<file path="config.mk">
export PLATFORM = sky130hd
export DESIGN_NAME = nibble_serial_adder
export DESIGN_NICKNAME = d
export VERILOG_FILES = /design/src/rtl/nibble_serial_adder.sv
export SDC_FILE = /design/constraint.sdc
export NUM_CORES = 1
export LEC_CHECK = 0
export BUFFER_PORTS_ARGS = -buffer_cell sky130_fd_sc_hd__buf_2
export CAP_MARGIN = 20
export CORE_ASPECT_RATIO = 1.75
export CORE_MARGIN = 2
export CORE_UTILIZATION = 39
export CTS_CLUSTER_DIAMETER = 30
export DETAILED_ROUTE_END_ITERATION = 16
export SETUP_SLACK_MARGIN = 0.15
export SKIP_CTS_REPAIR_TIMING = 1
export SLEW_MARGIN = 20
export SYNTH_ARGS = -nofsm -noshare
export SYNTH_HDL_FRONTEND = slang
export SYNTH_SLANG_ARGS = --single-unit
</file>
<file path="constraint.sdc">
create_clock -name clk -period 3.8 [get_ports clk]
set_clock_uncertainty 0.2 [all_clocks]
set_input_delay 0.38 -clock clk [delete_from_list [all_inputs] [get_ports clk]]
set_output_delay 0.38 -clock clk [all_outputs]
set_load 0.05 [all_outputs]
</file>
<file path="src/rtl/nibble_serial_adder.sv">
// nibble_serial_adder: multi-cycle WIDTH-bit adder driving one 4-bit carry-select slice, LSB nibble first
// Ports: clk, rst (sync, active-high); in_valid/in_ready + a, b, cin operand handshake;
//        out_valid/out_ready + sum, cout, ovf result handshake (result held stable while out_valid)
module nibble_serial_adder #(
    parameter int WIDTH = 16
) (
    input  logic             clk,
    input  logic             rst,
    input  logic             in_valid,
    output logic             in_ready,
    input  logic [WIDTH-1:0] a,
    input  logic [WIDTH-1:0] b,
    input  logic             cin,
    output logic             out_valid,
    input  logic             out_ready,
    output logic [WIDTH-1:0] sum,
    output logic             cout,
    output logic             ovf
);
    localparam int N  = WIDTH / 4;
    localparam int IW = (N > 1) ? $clog2(N) : 1;

    typedef enum logic [1:0] {IDLE, RUN, DONE} state_t;

    state_t           state;
    logic [WIDTH-1:0] a_q, b_q;
    logic             c_q;
    logic [IW-1:0]    idx;
    logic [3:0]       a_n, b_n;
    logic [4:0]       s0, s1, sl;
    logic             last;

    assign a_n  = a_q[{idx, 2'b00} +: 4];
    assign b_n  = b_q[{idx, 2'b00} +: 4];
    // carry-select slice: both carry-in cases computed, registered carry picks one
    assign s0   = {1'b0, a_n} + {1'b0, b_n};
    assign s1   = s0 + 5'd1;
    assign sl   = c_q ? s1 : s0;
    assign last = idx == IW'(N - 1);

    assign in_ready  = state == IDLE;
    assign out_valid = state == DONE;

    always_ff @(posedge clk) begin
        if (rst) begin
            state <= IDLE;
            a_q   <= '0;
            b_q   <= '0;
            c_q   <= 1'b0;
            idx   <= '0;
            sum   <= '0;
            cout  <= 1'b0;
            ovf   <= 1'b0;
        end else begin
            case (state)
                IDLE: if (in_valid) begin
                    a_q   <= a;
                    b_q   <= b;
                    c_q   <= cin;
                    idx   <= '0;
                    state <= RUN;
                end
                RUN: begin
                    sum[{idx, 2'b00} +: 4] <= sl[3:0];
                    c_q <= sl[4];
                    idx <= idx + 1'b1;
                    if (last) begin
                        cout  <= sl[4];
                        ovf   <= (a_q[WIDTH-1] == b_q[WIDTH-1]) & (sl[3] != a_q[WIDTH-1]);
                        state <= DONE;
                    end
                end
                DONE: if (out_ready) state <= IDLE;
                default: state <= IDLE;
            endcase
        end
    end
endmodule

</file>
==> results of run 1 <==
-- cell type report --
type | count | area share (%)
Tap cell | 80 | 3.435
Multi-Input combinational cell | 205 | 44.40
Clock inverter | 1 | 0.1717
Timing Repair Buffer | 59 | 10.39
Sequential cell | 55 | 37.83
Inverter | 9 | 1.159
Clock buffer | 7 | 2.619
-- layer usage --
| metal | up-vias | wire [µm] | GRT usage, % |
|---|---|---|---|
| met4 | 0 | 138 | 7.447 |
| met2 | 40 | 2942 | 31.99 |
| met5 | - | 0 | 0 |
| met1 | 933 | 2283 | 18.25 |
| li1 | 1072 | - | - |
| met3 | 8 | 165 | 2.866 |
-- synthesized netlist by cell type (all sizes together), types with 3 or more instances --
library cell | count | area [µm²]
xor2 | 3 | 26.28
o21ai | 3 | 15.01
nor2 | 23 | 86.33
inv | 9 | 33.78
mux4 | 8 | 180.2
a21oi | 37 | 196.4
clkbuf | 13 | 58.80
nor4 | 3 | 18.77
a22oi | 17 | 127.6
dfxtp | 55 | 1101
ha | 11 | 137.6
nand2 | 79 | 296.5
nor3 | 3 | 15.01
-- final timing paths --
check	from	endpoint	slack [ns]	depth (start not counted)
setup reg to reg	idx[1]	cout	0.63	11
setup / recovery	idx[1]	cout	0.63	11
hold / removal	b[11]	b_q[11]	0.1	3
hold reg to reg	a_q[6]	a_q[6]	0.26	2
-- stage by stage --
stage	power, mW	utilization (%)
2_1_floorplan	0.7726	-
3_3_place_gp	0.8287	45.81
3_5_place_dp	0.8316	45.81
4_1_cts	1.146	47.13
5_1_grt	1.187	47.15
6_report	1.131	47.15
-- sequential cells by signal (all words and copies together), names as in the netlist --
name,flops
ovf,1
b_q,16
a_q,16
state,2
idx,2
sum,16
cout,1
c_q,1
-- power breakdown --
group	internal (mW)	switching, mW	leakage, nW
Combinational	0.0760	0.114	0.759
Sequential	0.603	0.0226	0.449
Clock	0.130	0.185	0.0422
-- cells by family after synthesis --
| kind of cell | after synthesis |
|---|---|
| adders and majority gates | 12 |
| buffers and inverters | 24 |
| DFF | 55 |
| and+or+nand+nor | 118 |
| AOI/OAI and AO/OA | 62 |
| muxes | 9 |
| xor gates and xnor gates | 4 |
-- worst max-delay path, stage by stage (launching register included) --
cell and delay, ns:
sky130_fd_sc_hd__dfxtp_1 0.66, sky130_fd_sc_hd__mux4_2 0.31, sky130_fd_sc_hd__ha_1 0.16, sky130_fd_sc_hd__inv_1 0.05, sky130_fd_sc_hd__fa_1 0.51, sky130_fd_sc_hd__inv_1 0.05
sky130_fd_sc_hd__ha_1 0.18, sky130_fd_sc_hd__nand2_1 0.12, sky130_fd_sc_hd__nor3_1 0.08, sky130_fd_sc_hd__a221o_2 0.36, sky130_fd_sc_hd__a22oi_1 0.23, sky130_fd_sc_hd__a311oi_1 0.12
==> qor.log, run 1 <==
[die] Die Y-Extent 109.9 µm
[finish] highest-count cells in the layout ignoring fill and taps sky130_fd_sc_hd__nand2_1 (79), sky130_fd_sc_hd__buf_2 (56), sky130_fd_sc_hd__dfxtp_1 (54)
[die] Core Footprint 6181 µm²
[die] boundary pin count 57
[cts] maximum buffer depth of the clock tree 2
[timing] number of endpoints failing setup at the final stage 0
[finish] synth-to-layout area growth 16.62%
[timing] Final period util 83.54%
[timing] max-slew violation count 0
[finish] final non-filler cell area 2914 µm²
[routing] Final Routed Wirelength 5.529 mm
[run] Max-cap violations 0
[cts] sinks on the clock net 55
[logic_synthesis] Synth Area in Adders 6.309%
[die] Total Die Area 7088 µm²
[timing] Final Hold Fails 0
[place] number of buffers added on ports 56
[finish] ratio of cells with drive above 1 in the final layout 24.70%
[logic_synthesis] multiplexer share of the synthesized area 7.661%
[logic_synthesis] dominant combinational cell family by area after synthesis simple AND/OR/NAND/NOR gates
[place] placed insts 408
[pwr] VDD IR max 0.0002597 V
[logic_synthesis] number of enable flip-flop cells after synthesis 0
[place] DP HPWL 4.129 mm
[logic_synthesis] register area share after synthesis 44.07%
[timing] RSZ-0062 raised after global routing false
[pwr] Pwr Density 388.1 nW/µm²
[setup_path] nature of the critical path endpoint flip-flop
[setup_path] crit start category flip-flop
[timing] fmax 0.3150 GHz
[finish] area of the multi-input gates 1294 µm²
[logic_synthesis] Top FF cell, synth sky130_fd_sc_hd__dfxtp_1
[setup_path] Crit Path Class reg -> reg
[die] Placement Rows 38
[global_routing] number of antenna violations at the first check in global routing 0
[pwr] Leakage Power 1.251 nW
[timing] shortest period the worst path allows 3.174 ns
[routing] vias after detailed routing 2053
[worst_hold_path] class of the most critical hold timing path in -> reg
[logic_synthesis] number of warnings reported in the yosys synthesis log 0
[routing] detailed-routing iteration count for the pre-antenna-repair pass 4
[logic_synthesis] Unique masters post-synth 32
[routing] First DRT Iteration DRCs 99
[setup_path] crit path DAT 3.13 ns
[finish] count of non-filler cells in the finished layout 416
[routing] routed length per placed instance 13.29 µm
[global_routing] overall global routing resource usage 16.96%
[finish] most common cell after layout, fill and taps aside sky130_fd_sc_hd__nand2_1
[timing] hold slack 0.09876 ns
[finish] diodes inserted 0
[timing] TNS Setup 0 ns
[cts] clock root cell sky130_fd_sc_hd__clkbuf_8
[routing] number of nets still failing antenna checks after routing 0
[logic_synthesis] total nets after synthesis 333
[timing] worst max-slew margin expressed relative to the limit 33.85%
[logic_synthesis] share of synthesized flip-flops with an asynchronous set or reset 0%
[outcome] status complete, no violations
[place] post-place instance area 2831 µm²
[place] Placer Congestion 0.7492
[die] initial standard-cell utilization of the core 40.43%
[cts] CTS buffer count 5
[logic_synthesis] Post-Synth XOR/XNOR Area 2.003%
[logic_synthesis] Mapped Cells 284
[cts] clock slew at the register clock pins of the worst setup and hold paths 0.09 ns
[logic_synthesis] Compound-Gate Fraction of Synth Area 15.52%
[routing] via/cell ratio 4.935
[logic_synthesis] number of synthesized register bits 55
[routing] drc violations 0
[setup_path] crit-path max FO 13
[logic_synthesis] area share of and/or/nand/nor cells after synthesis 20.08%
[place] worst slack at placement 0.4220 ns
[global_routing] pin count of the biggest net entering global routing 56
[cts] Clk Latency, worst-skew pair 0.31 ns
[die] die extent in x 64.51 µm
[timing] PnR worst setup slack 0.6256 ns
[finish] area of all sequential standard cells 1102 µm²
[logic_synthesis] mean area per synthesized cell 8.798 µm²
[finish] Filler cells 642
[global_routing] vias in the first global route 2005
[logic_synthesis] post-synthesis instance area 2499 µm²
[global_routing] global-route wire length before repair 9.321 mm
[cts] level count of the clock H-tree 2
[finish] number of nets in the final layout 384
[cts] TritonCTS clock tree done
[global_routing] remaining global-route overflow 0
[setup_path] data required time at the worst endpoint 3.75 ns
[timing] transition time at the pin with the least slew margin 0.9922 ns
(Power assumes the default switching activity.)
==> run 2: changes to the inputs <==
--- a/config.mk
+++ b/config.mk
@@ -5,6 +5,7 @@
 export SDC_FILE = /design/constraint.sdc
 export NUM_CORES = 1
 export LEC_CHECK = 0
+export ABC_AREA = 1
 export BUFFER_PORTS_ARGS = -buffer_cell sky130_fd_sc_hd__buf_2
 export CAP_MARGIN = 20
 export CORE_ASPECT_RATIO = 1.75
==> constraint.sdc (replaced) <==
create_clock -name clk -period 2.9 [get_ports clk]
set_clock_uncertainty 0.2 [all_clocks]
set_input_delay 0.29 -clock clk [delete_from_list [all_inputs] [get_ports clk]]
set_output_delay 0.29 -clock clk [all_outputs]
set_load 0.05 [all_outputs]
==> run 2 against run 1 <==
Against the previous run:
- synthesized cell count grew 30%
- sequential power rose by 35%
- clock power rose by 99%
- cell count grew 24%
- critical path type unchanged
- largest power group unchanged
==> qor.log, run 2 <==
[cts] clock slew at the register clock pins of the worst setup and hold paths 0.08 ns
[outcome] status complete, no violations
[timing] transition time at the pin with the least slew margin 0.8179 ns
[setup_path] CP cell instances buf_6 -> buf_6 -> a21oi_2 -> a32oi_2 -> inv_1 -> fa_1 -> inv_2 -> ha_4 -> nand4_1 -> inv_1 -> nand2_1 -> nand2_1 -> nand2_2 -> o21bai_1 -> inv_1
[worst_hold_path] class of the most critical hold timing path in -> reg
[setup_path] crit-path max FO 8
[logic_synthesis] post-synth top area cell sky130_fd_sc_hd__dfxtp_1
[logic_synthesis] number of synthesized register bits 55
[logic_synthesis] dominant combinational cell family by area after synthesis simple AND/OR/NAND/NOR gates
[pwr] Leakage Power 1.496 nW
[setup_path] slowest cell on the critical path sky130_fd_sc_hd__fa_1
[global_routing] number of antenna violations at the first check in global routing 0
[setup_path] Crit path top cell by count sky130_fd_sc_hd__inv_1
[logic_synthesis] Post-Synth XOR/XNOR Area 0.3337%
[die] boundary pin count 57
[setup_path] crit path DAT 2.73 ns
[routing] number of nets still failing antenna checks after routing 0
[logic_synthesis] number of enable flip-flop cells after synthesis 0
[logic_synthesis] Unique masters post-synth 28
[place] worst slack at placement 0.1038 ns
[logic_synthesis] post-synthesis instance area 2625 µm²
[setup_path] number of buffer and inverter stages on the critical path 6
[finish] diodes inserted 0
[logic_synthesis] area share of and/or/nand/nor cells after synthesis 28.27%
[logic_synthesis] register area share after synthesis 41.94%
[cts] sinks on the clock net 55
[setup_path] data required time at the worst endpoint 2.90 ns
[worst_hold_path] endpoint of the worst hold path a_q[5]
[finish] Filler cells 681
[pwr] Pwr Density 583.1 nW/µm²
[global_routing] layer with the highest usage after global routing met2
[timing] Final period util 94.22%
[logic_synthesis] Top FF cell, synth sky130_fd_sc_hd__dfxtp_1
[global_routing] remaining global-route overflow 0
[finish] count of non-filler cells in the finished layout 515
[die] initial standard-cell utilization of the core 40.15%
[logic_synthesis] commonest cells in the netlist sky130_fd_sc_hd__nor2_1 (89), sky130_fd_sc_hd__dfxtp_1 (55), sky130_fd_sc_hd__nand2_1 (55), sky130_fd_sc_hd__o21ai_0 (43), sky130_fd_sc_hd__a21oi_1 (23)
[routing] First DRT Iteration DRCs 79
[finish] registers with the highest flip-flop counts a_q: 16 flops, b_q: 16 flops, sum: 16 flops
[run] Max-cap violations 0
[routing] vias after detailed routing 2550
[setup_path] r2r endpoint cout
[global_routing] GR met2 Demand/Resource 35.76%
[routing] routed length per placed instance 12.85 µm
[logic_synthesis] Compound-Gate Fraction of Synth Area 16.97%
[global_routing] global-route wire length before repair 10.77 mm
[cts] maximum buffer depth of the clock tree 2
[cts] Clk Latency, worst-skew pair 0.30 ns
[logic_synthesis] Mapped Cells 368
[place] post-place instance area 3000 µm²
[global_routing] met3 demand-to-capacity share in global routing 2.705%
[routing] detailed-routing iteration count for the pre-antenna-repair pass 5
[setup_path] Crit Path Class reg -> reg
[timing] RSZ-0062 raised after global routing true
[place] placed insts 498
[timing] TNS Setup 0 ns
[finish] most common cell after layout, fill and taps aside sky130_fd_sc_hd__nor2_1
[logic_synthesis] multiplexer share of the synthesized area 0%
[pwr] VDD IR max 0.0003478 V
[timing] Final Hold Fails 0
[logic_synthesis] total nets after synthesis 417
[setup_path] launching point of the worst reg2reg path idx[0]
[timing] shortest period the worst path allows 2.732 ns
[logic_synthesis] mean area per synthesized cell 7.133 µm²
[setup_path] reg2reg setup slack 0.17 ns
[finish] number of nets in the final layout 481
[logic_synthesis] Synth Area in Adders 6.006%
[logic_synthesis] share of synthesized flip-flops with an asynchronous set or reset 0%
[routing] drc violations 0
[logic_synthesis] most frequent cell after synthesis sky130_fd_sc_hd__nor2_1
[die] die extent in x 66.02 µm
[setup_path] depth of the worst register-to-register path 15
[setup_path] delay of the slowest cell on the worst path 0.54 ns
[timing] number of endpoints failing setup at the final stage 0
[cts] level count of the clock H-tree 2
[finish] highest-count cells in the layout ignoring fill and taps sky130_fd_sc_hd__nor2_1 (86), sky130_fd_sc_hd__buf_2 (56), sky130_fd_sc_hd__dfxtp_1 (53)
[cts] clock root cell sky130_fd_sc_hd__clkbuf_16
[routing] via/cell ratio 4.951
[place] number of buffers added on ports 56
[setup_path] cell family with most CP delay adder cells
[timing] PnR worst setup slack 0.1675 ns
[die] Core Footprint 6539 µm²
[worst_hold_path] Hold Path Stages 3
[cts] TritonCTS clock tree done
[logic_synthesis] number of warnings reported in the yosys synthesis log 0
[finish] synth-to-layout area growth 27.93%
[setup_path] nature of the critical path endpoint flip-flop
[logic_synthesis] main area contributors after synthesis sky130_fd_sc_hd__dfxtp_1 (42%), sky130_fd_sc_hd__nor2_1 (13%), sky130_fd_sc_hd__o21ai_0 (8.2%)
[place] Placer Congestion 0.8913
[logic_synthesis] portion of synthesized cell area occupied by the leading cell type 41.94%
[global_routing] vias in the first global route 2422
[finish] area of the multi-input gates 1456 µm²
[place] DP HPWL 5.087 mm
[die] Placement Rows 39
[timing] max-slew violation count 0
[cts] CTS buffer count 5
[setup_path] crit start category flip-flop
[die] Die Y-Extent 112.5 µm
[global_routing] pin count of the biggest net entering global routing 37
[routing] Final Routed Wirelength 6.619 mm
[finish] final non-filler cell area 3358 µm²
[global_routing] overall global routing resource usage 18.65%
[timing] hold slack 0.03802 ns
[timing] worst max-slew margin expressed relative to the limit 45.41%
[worst_hold_path] Min-Delay Startpoint a[5]
[finish] area of all sequential standard cells 1106 µm²
[die] Total Die Area 7429 µm²
[finish] ratio of cells with drive above 1 in the final layout 27.94%
[global_routing] met1 track demand over resource in global routing 18.73%
[timing] fmax 0.3660 GHz
## run 2: report_power, final
group          total, mW  internal (mW)  switching [mW]  leakage, nW
clock network      0.626          0.334           0.292       0.0776
registers          0.842          0.803          0.0387        0.453
logic              0.491          0.191           0.300        0.965
total               1.96           1.33           0.630         1.50
## run 2: logic make-up (layout without fill, tap and decap cells)
logic type               count (synthesis)  in the layout
XOR/XNOR                                 1              1
adder cells (fa/ha/maj)                 12             12
AO/OA/AOI/OAI                           84             84
flip-flops                              55             55
AND/OR/NAND/NOR                        174            174
buffers and inverters                   42            107
## run 2: how the worst max path moves through the flow
stage | startpoint | endpoint | slack, ns | cells after the start
finish | idx[0] | cout | 0.17 | 15
CTS | idx[1] | sum[5] | 0.09 | 14
floorplan | idx[0] | sum[5] | 0.16 | 16
global route | idx[0] | cout | 0.02 | 15
global placement | idx[1] | sum[13] | 0.16 | 12
detailed placement | idx[1] | cout | 0.10 | 15
## run 2: layout make-up
| cell class | count | area share, % |
|---|---|---|
| Multi-Input combinational cell | 271 | 43.37 |
| Clock inverter | 3 | 1.006 |
| Inverter | 25 | 2.981 |
| Clock buffer | 5 | 3.726 |
| Tap cell | 82 | 3.055 |
| Timing Repair Buffer | 74 | 12.93 |
| Sequential cell | 55 | 32.94 |
## run 2: routing by layer
metal,vias to the layer above,share of wire (%)
met5,-,0
met4,0,3.4
met3,14,2.9
met2,47,57
met1,1155,37
li1,1334,-
## run 2: worst min-delay path, delay by kind of cell
kind	cells	cell delay (ns)
AOI/OAI and AO/OA	1	0.07
buffers and inverters	1	0.07
and+or+nand+nor	1	0.07
## run 2: stage by stage
stage | util (%) | total power, mW
CTS | 48.32 | 1.898
global route | 51.36 | 2.071
detailed placement | 45.89 | 1.271
global placement | 45.89 | 1.263
floorplan | - | 1.153
finish | 51.36 | 1.958
==> run 3: changes to the inputs <==
--- a/config.mk
+++ b/config.mk
@@ -13,6 +13,7 @@
 export CORE_UTILIZATION = 39
 export CTS_CLUSTER_DIAMETER = 30
 export DETAILED_ROUTE_END_ITERATION = 16
+export REMOVE_ABC_BUFFERS = 1
 export SETUP_SLACK_MARGIN = 0.15
 export SKIP_CTS_REPAIR_TIMING = 1
 export SLEW_MARGIN = 20
==> run 3 against run 2 <==
Against the previous run:
- wire length shrank 2.7%
- sequential share of layout area up 0.26 points
- clock power down 1%
- worst setup slack worse by 0.028 ns
- count of clock-buffer cells in the layout rose by 1
- sequential cell count unchanged
- critical path depth decreased by 1
- first-iteration DRC count increased by 6.3%
- via count fell by 1.7%
- critical endpoint is now sum[13]
- highest routed layer unchanged
==> qor.log, run 3 (synthesis gave the netlist of run 2 again) <==
[routing] sum of met2 wire segment lengths after detailed routing 3.702 mm
[pwr] Pwr Density 580.2 nW/µm²
[finish] core utilization of the finished layout 50.96%
[routing] drc violations 0
[setup_path] cell family with most CP delay adder cells
[timing] Final period util 95.19%
[pwr] Leakage Power 1.488 nW
[setup_path] CP cell instances buf_6 -> o21ai_2 -> o22ai_1 -> ha_2 -> inv_2 -> fa_1 -> inv_2 -> ha_4 -> nand2_2 -> o21ai_2 -> nand2_1 -> nor2_1 -> nand2_1 -> a21oi_2
[finish] most common cell after layout, fill and taps aside sky130_fd_sc_hd__nor2_1
[cts] maximum buffer depth of the clock tree 2
[routing] vias after detailed routing 2507
[routing] met3 wire len 189 µm
[setup_path] crit path DAT 2.78 ns
[cts] sinks on the clock net 55
[routing] First DRT Iteration DRCs 84
[setup_path] nature of the critical path endpoint flip-flop
[setup_path] start point of the critical path idx[0]
[timing] hold slack 0.04105 ns
[timing] number of endpoints failing setup at the final stage 0
[die] Total Die Area 7429 µm²
[setup_path] launching point of the worst reg2reg path idx[0]
[cts] level count of the clock H-tree 2
[setup_path] slowest cell on the critical path sky130_fd_sc_hd__fa_1
[routing] uppermost metal layer occupied by signal nets met4
[routing] Final Routed Wirelength 6.442 mm
[cts] TritonCTS clock tree done
[routing] routed length per placed instance 12.46 µm
[routing] via/cell ratio 4.849
[setup_path] crit start category flip-flop
[setup_path] number of buffer and inverter stages on the critical path 3
[cts] clock root cell sky130_fd_sc_hd__clkbuf_16
[timing] Final Hold Fails 0
[place] DP HPWL 4.767 mm
[pwr] VDD IR max 0.0003689 V
[timing] shortest period the worst path allows 2.761 ns
[global_routing] remaining global-route overflow 0
[die] Placement Rows 39
[setup_path] data required time at the worst endpoint 2.92 ns
[outcome] status complete, no violations
[routing] met1 wire length 2.460 mm
[timing] worst max-slew margin expressed relative to the limit 43.75%
[worst_hold_path] Min-Delay Startpoint b[9]
[cts] Clk Latency, worst-skew pair 0.29 ns
[worst_hold_path] class of the most critical hold timing path in -> reg
[timing] RSZ-0062 raised after global routing true
[timing] fmax 0.3623 GHz
[setup_path] delay of the slowest cell on the worst path 0.57 ns
[setup_path] Crit Path Class reg -> reg
[place] Placer Congestion 0.8541
[cts] CTS buffer count 5
[finish] highest-count cells in the layout ignoring fill and taps sky130_fd_sc_hd__nor2_1 (88), sky130_fd_sc_hd__buf_2 (57), sky130_fd_sc_hd__nand2_1 (53), sky130_fd_sc_hd__dfxtp_1 (53), sky130_fd_sc_hd__o21ai_0 (41)
[die] Core Footprint 6539 µm²
[finish] count of non-filler cells in the finished layout 517
[finish] ratio of cells with drive above 1 in the final layout 26.90%
[finish] final non-filler cell area 3332 µm²
[global_routing] number of antenna violations at the first check in global routing 0
[timing] TNS Setup 0 ns
[global_routing] overall global routing resource usage 17.79%
[finish] area of the multi-input gates 1424 µm²
[timing] transition time at the pin with the least slew margin 0.8429 ns
[die] die extent in x 66.02 µm
[setup_path] crit-path max FO 5
[routing] detailed-routing iteration count for the pre-antenna-repair pass 4
[finish] area of all sequential standard cells 1106 µm²
[place] number of buffers added on ports 56
[finish] number of nets in the final layout 483
[finish] diodes inserted 0
[timing] max-slew violation count 0
[cts] clock slew at the register clock pins of the worst setup and hold paths 0.07 ns
[global_routing] global-route wire length before repair 10.43 mm
[place] placed insts 496
[finish] Filler cells 710
[die] boundary pin count 57
[routing] number of nets still failing antenna checks after routing 0
[run] Max-cap violations 0
[global_routing] pin count of the biggest net entering global routing 37
[finish] registers with the highest flip-flop counts a_q: 16 flops, b_q: 16 flops, sum: 16 flops
[finish] synth-to-layout area growth 26.93%
[die] initial standard-cell utilization of the core 40.15%
[place] post-place instance area 2984 µm²
[global_routing] vias in the first global route 2408
[die] Die Y-Extent 112.5 µm
-- run 3: cell type report --
cell class | count | share of cell area (%)
well taps | 82 | 3.079
flip-flops and latches | 55 | 33.20
repair inverters | 1 | 0.1502
clock buffers | 6 | 4.168
clock inverters | 2 | 0.4882
multi-input cells | 271 | 42.73
inverters | 25 | 3.079
repair buffers | 75 | 13.11
-- run 3: stage by stage --
step                      total power, mW  worst slack [ns]
after global placement              1.249            0.1405
after floorplan                     1.135           -0.2932
final                               1.933            0.1395
after detailed placement            1.257           0.01097
after global routing                2.042           0.01657
after CTS                           1.872          -0.01079
-- run 3: final timing paths --
kind / to / depth (start not counted) / slack [ns]
setup / recovery: sum[13] / 14 / 0.14
hold / removal: b_q[9] / 3 / 0.04
setup reg to reg: sum[13] / 14 / 0.14
hold reg to reg: sum[1] / 2 / 0.26
-- run 3: report_power, final --
part	internal [mW]	switching [mW]	total, mW
registers	0.803	0.0351	0.838
logic	0.188	0.290	0.478
clock network	0.345	0.272	0.617
total	1.34	0.597	1.93
-- run 3: tightest hold or removal path, stage by stage --
cell and delay, ns:
sky130_fd_sc_hd__buf_2 0.07, sky130_fd_sc_hd__o21ai_0 0.07, sky130_fd_sc_hd__nor2_1 0.07
-- run 3: metal layers --
layer  track usage [%]  vias to the layer above
met4             5.306                        0
met3             2.405                        6
li1                  -                     1333
met2             35.69                       47
met5                 0                        -
met1             18.01                     1121
